**config.mk**
```make
export PLATFORM = sky130hd
export DESIGN_NAME = filter_spad_seq
export DESIGN_NICKNAME = d
export VERILOG_FILES = /design/src/rtl/filter_spad_seq.sv
export SDC_FILE = /design/constraint.sdc
export NUM_CORES = 1
export LEC_CHECK = 0
export CORE_ASPECT_RATIO = 1.2
export CORE_UTILIZATION = 50
export DETAILED_ROUTE_END_ITERATION = 8
export PLACE_DENSITY = 0.7
export SETUP_SLACK_MARGIN = 0.3
export SYNTH_ARGS = -nofsm -noshare
export SYNTH_HDL_FRONTEND = slang
export SYNTH_SLANG_ARGS = --single-unit
```
**constraint.sdc**
```tcl
create_clock -name clk -period 3.9 [get_ports clk]
set_input_delay 0.78 -clock clk [delete_from_list [all_inputs] [get_ports clk]]
set_output_delay 0.78 -clock clk [all_outputs]
set_load 0.02 [all_outputs]
```
**src/rtl/filter_spad_seq.sv**
```systemverilog
// filter_spad_seq: self-addressing filter-weight scratchpad for a PE.
// A LOAD phase streams a filter row in over a valid/ready handshake.
// A READ phase then replays it one weight per rd_en request, for
// cfg_reuse passes (0 counts as 1).
// Optional feature macro: FSPAD_ZERO_FLAG_EN. When it is defined, rd_zero
// flags all-zero weights. When it is undefined, rd_zero is tied low.
module filter_spad_seq #(
    parameter int DATA_W = 8,
    parameter int DEPTH  = 64,
    parameter int ADDR_W = 6
) (
    input  logic              clk,
    input  logic              rst_n,
    input  logic              start,
    input  logic [ADDR_W:0]   cfg_len,
    input  logic [7:0]        cfg_reuse,
    input  logic              wr_valid,
    input  logic [DATA_W-1:0] wr_data,
    output logic              wr_ready,
    input  logic              rd_en,
    output logic              rd_valid,
    output logic [DATA_W-1:0] rd_data,
    output logic              rd_last,
    output logic              rd_zero,
    output logic              busy,
    output logic              done,
    output logic              err
);

    typedef enum logic [1:0] {S_IDLE, S_LOAD, S_READ} state_t;

    localparam logic [ADDR_W:0] LP_DEPTH = (ADDR_W+1)'(DEPTH);

    state_t              r_state;
    state_t              w_next;
    logic [DATA_W-1:0]   r_mem [DEPTH];
    logic [ADDR_W:0]     r_len;
    logic [7:0]          r_reuse;
    logic [7:0]          r_pass;
    logic [ADDR_W-1:0]   r_wptr;
    logic [ADDR_W-1:0]   r_rptr;
    logic [DATA_W-1:0]   r_rd_data;
    logic                r_rd_valid;
    logic                r_rd_last;
    logic                r_done;
    logic                r_err;

    logic                w_cfg_ok;
    logic [ADDR_W:0]     w_last_idx;
    logic                w_wr_end;
    logic                w_rd_end;
    logic                w_accept;
    logic                w_reject;
    logic                w_wr_fire;
    logic                w_rd_fire;
    logic                w_final;

    assign w_cfg_ok   = (cfg_len != '0) && (cfg_len <= LP_DEPTH);
    assign w_last_idx = r_len - 1'b1;
    assign w_wr_end   = ({1'b0, r_wptr} == w_last_idx);
    assign w_rd_end   = ({1'b0, r_rptr} == w_last_idx);

    // State register
    always_ff @(posedge clk or negedge rst_n) begin
        if (!rst_n) begin
            r_state <= S_IDLE;
        end else begin
            r_state <= w_next;
        end
    end

    // Next-state decode and per-cycle transfer strobes
    always_comb begin
        w_next    = r_state;
        w_accept  = 1'b0;
        w_reject  = 1'b0;
        w_wr_fire = 1'b0;
        w_rd_fire = 1'b0;
        w_final   = 1'b0;
        case (r_state)
            S_IDLE: begin
                if (start) begin
                    if (w_cfg_ok) begin
                        w_accept = 1'b1;
                        w_next   = S_LOAD;
                    end else begin
                        w_reject = 1'b1;
                    end
                end
            end
            S_LOAD: begin
                if (wr_valid) begin
                    w_wr_fire = 1'b1;
                    if (w_wr_end) begin
                        w_next = S_READ;
                    end
                end
            end
            S_READ: begin
                if (rd_en) begin
                    w_rd_fire = 1'b1;
                    if (w_rd_end && (r_pass == r_reuse - 8'd1)) begin
                        w_final = 1'b1;
                        w_next  = S_IDLE;
                    end
                end
            end
            default: w_next = S_IDLE;
        endcase
    end

    // Job configuration, pointers, pass counter and registered read outputs
    always_ff @(posedge clk or negedge rst_n) begin
        if (!rst_n) begin
            r_len      <= '0;
            r_reuse    <= '0;
            r_pass     <= '0;
            r_wptr     <= '0;
            r_rptr     <= '0;
            r_rd_data  <= '0;
            r_rd_valid <= 1'b0;
            r_rd_last  <= 1'b0;
            r_done     <= 1'b0;
            r_err      <= 1'b0;
        end else begin
            r_rd_valid <= w_rd_fire;
            r_rd_last  <= w_rd_fire && w_rd_end;
            r_done     <= w_final;
            r_err      <= w_reject;
            if (w_accept) begin
                r_len   <= cfg_len;
                r_reuse <= (cfg_reuse == 8'd0) ? 8'd1 : cfg_reuse;
                r_pass  <= '0;
                r_wptr  <= '0;
                r_rptr  <= '0;
            end
            if (w_wr_fire) begin
                r_wptr <= r_wptr + 1'b1;
            end
            if (w_rd_fire) begin
                r_rd_data <= r_mem[r_rptr];
                if (w_rd_end) begin
                    r_rptr <= '0;
                    r_pass <= r_pass + 8'd1;
                end else begin
                    r_rptr <= r_rptr + 1'b1;
                end
            end
        end
    end

    // Weight storage; deliberately not reset so contents persist across jobs
    always_ff @(posedge clk) begin
        if (w_wr_fire) begin
            r_mem[r_wptr] <= wr_data;
        end
    end

`ifdef FSPAD_ZERO_FLAG_EN
    logic r_rd_zero;

    // Zero flag registered alongside rd_data so the PE can gate its multiplier
    always_ff @(posedge clk or negedge rst_n) begin
        if (!rst_n) begin
            r_rd_zero <= 1'b0;
        end else begin
            r_rd_zero <= w_rd_fire && (r_mem[r_rptr] == '0);
        end
    end

    assign rd_zero = r_rd_zero;
`else
    assign rd_zero = 1'b0;
`endif

    assign wr_ready = (r_state == S_LOAD);
    assign busy     = (r_state != S_IDLE);
    assign rd_valid = r_rd_valid;
    assign rd_data  = r_rd_data;
    assign rd_last  = r_rd_last;
    assign done     = r_done;
    assign err      = r_err;

endmodule

```
==> impl_results.md <==
* Status: finished, final reports clean
* Hold/Removal Path Class: input port to async pin
* Routed WL at between 40 and 50 mm
* Post-synth ARST share at 8.73%
* Syn avg cell area at 18.0 µm²
* ANT nets after route at 0
* Cell area after synthesis at 22600 µm²
* Fin nets at approximately 1.4k
* Worst EP arrival at around 3.7 ns
* Multiplexer share of the synthesized area at roughly 14%
* Final setup viols at 0
* Net Switching at 3.34 mW
* Initial antenna violation count at 0
* Hold WS at ~0.32 ns
* Clk_lat worst skew at 0.58 ns
* Startpoint types: flip-flop
* Die height at 235 µm
* Library cells used by synthesis at between 50 and 60
* # IOs at 43
* Tot Pwr at 13.9 mW
* Crit Path Class: flip-flop to flip-flop
* Final Cycle Share at a little over 80%
* Pre-antenna DRT Iters at 5
* Register area share after synthesis at roughly three quarters
* Mapped Cells at 1253
* Number of global-route vias before repair at 12.1k
* RSZ-0062 raised after global routing: false
* Minimum clock period at 3.20 ns
* HPWL after DPL at 32.0 mm
* Worst IR Drop VDD at 299 µV
* All-Layer GR Usage at 22.0%
* CTS resizes at 0
* Placed cell area at between 20000 and 25000 µm²
* Ant. Diodes at 0
* Max Cap Viol at 0
* Post-synthesis compound-gate area fraction at 4.68%
* Worst Path Required at 4.37 ns
* Main combinational cell family by area after synthesis: multiplexers
* Cell-internal power at 10.5 mW
* P&R area growth vs syn at 13.9%
* Sw Share at 24.1%
* Initial DRC Count at 1176
* Vias at 11.9k
* Placer congestion estimate at 0.888
* Synth Area in XOR/XNOR at 1.11%
* CTS tree: yes
* Post-layout instance area at 25700 µm²
* Starting Density at 51.1%
* Leakage power at 8.17 nW
* Simple-gate area share of the yosys netlist at ~4.7%
* GR Overflow Total at 0
* Pins Over Slew Limit at 0
* Wire length per cell at around 25 µm
* Num CTS Buffers at 50
* Cell at the root of the clock tree: clkbuf_16
* Slew @ Worst Pin at 0.970 ns
* Layout cell share with drive strength beyond 1 at between 20% and 30%
* Inst Count DP at 1863
* Comb power frac at 12.9%
* Number of port buffers at 41
* Vias per inst at 6.09
* Clock sinks at about 560
* Worst slew margin at 33.6%
* PD cells at 540 nW/µm²
* Total Neg Setup Slack at 0 ns
* Clk network pwr share at 36.0%
* Synth Warn # at 0
* Die W at about 200 µm
* H-tree levels at 2
* Residual DRC at 0
* Seq pwr share at 51.0%
* Synth Net Count at 1286
* CP endpoint kind: flip-flop
* Clk slew on worst S/H paths at 0.07 ns
* Top FF cell, synth: edfxtp_1
* Largest net degree at the start of global routing at 53
* Setup bufs post-CTS at 0
* First-pass GRT wire length at 75.0 mm
* CTS Buffer Depth at 3
* Final cell count without fillers at 1956
* Cell Rows at 84
* Adder-Cell Fraction of Synth Area at 0.277%
* Post-CTS Hold Buffers at 0
* Skew final at roughly 0.022 ns
* Final hold vios at 0
* Post-synth EDFFs at between 500 and 600
* CP Max Fanout at 27
* F_max at ~0.31 GHz
* Flops & latches, synth at 561
* Die ar. at 46000 µm²
* Core Footprint at 44100 µm²
## Yosys cell counts (all sizes together), types with 16 or more instances
master	n	area, µm²
buf	32	138
nand3	37	185
a21oi	47	235
o21ai	20	100
mux2i	85	851
mux4	96	2160
nand2	27	101
nor2	88	330
o22ai	16	100
dfrtp	49	1230
edfxtp	512	15400
a22oi	16	120
clkbuf	41	155
## kinds of logic after synthesis
kind of cell	after synthesis
flip-flops	561
adder cells (fa/ha/maj)	5
AND/OR/NAND/NOR	221
buffers and inverters	84
XOR/XNOR	27
other	1
multiplexers	196
AO/OA/AOI/OAI	158
## cells in the final DEF (no fill, tap or decap), types with 10 or more instances in the layout
cell	n
clkdlybuf4s50_1	32
edfxtp_1	512
o21ai_0	20
nand2_1	27
buf_4	81
dfrtp_1	46
clkinv_1	10
a21oi_1	47
xnor2_1	15
nor2b_1	15
clkbuf_16	50
nor2_1	88
nand3_1	37
clkinv_2	15
a22oi_1	16
mux2i_1	85
mux4_2	96
o22ai_1	16
xor2_1	11
mux2_2	15
inv_1	10
a2111oi_0	10
## routing by layer
layer  GRT usage [%]  wire length, µm
met5               0                0
met1            28.9            19600
met4            7.72             1590
met3            2.97             3140
met2            37.8            25500
## path summary, 6_finish.rpt
check,slack [ns],cells after the start,startpoint,endpoint
max,0.70,8,r_rptr[0],rd_data[4]
min,0.32,1,rst_n,r_reuse[2]
max reg2reg,0.70,8,r_rptr[0],rd_data[4]
min reg2reg,0.54,1,r_reuse[7],r_reuse[7]
max in group asynchronous,2.85,2,rst_n,rd_data[3]
min in group clk,0.54,1,r_reuse[7],r_reuse[7]
## power groups by stage
stage                     registers, mW  logic (mW)  clock network [mW]
after floorplan                    7.09        1.23                   0
after global placement             7.22        1.72                   0
after detailed placement           7.23        1.76                   0
after CTS                          7.10        1.77                5.06
after global routing               7.11        1.94                5.28
final                              7.08        1.79                5.00
## cell type report
cell class | instances | area, µm²
Tap cell | 559 | 699
Sequential cell | 561 | 16600
Inverter | 11 | 41.3
Multi-Input combinational cell | 608 | 5620
Fill cell | 3217 | 18500
Timing Repair Buffer | 125 | 1040
Clock inverter | 38 | 407
Clock buffer | 54 | 1270
## state kept, by name (all words and copies together), names as in the netlist, 2 cells and up
signal,flops
r_mem,512
rd_data,8
r_state,2
r_len,7
r_pass,8
r_wptr,6
r_reuse,8
r_rptr,6
## stage by stage
| step | setup slack [ns] | util [%] |
|---|---|---|
| final | 0.696 | 58.2 |
| after global placement | 0.384 | 54.3 |
| after CTS | 0.333 | 58.1 |
| after detailed placement | 0.388 | 54.3 |
| after floorplan | 1.01 | - |
| after global routing | 0.527 | 58.2 |
## critical path, cell delays in order, from the launching register on
cell,delay (ns)
dfrtp_4,0.80
buf_4,0.34
mux2i_1,0.30
o22ai_1,0.13
o21ai_0,0.25
a21oi_1,0.13
a2111oi_0,0.86
buf_4,0.24
a21oi_1,0.04
No activity file was read; power rests on OpenSTA's default activity.
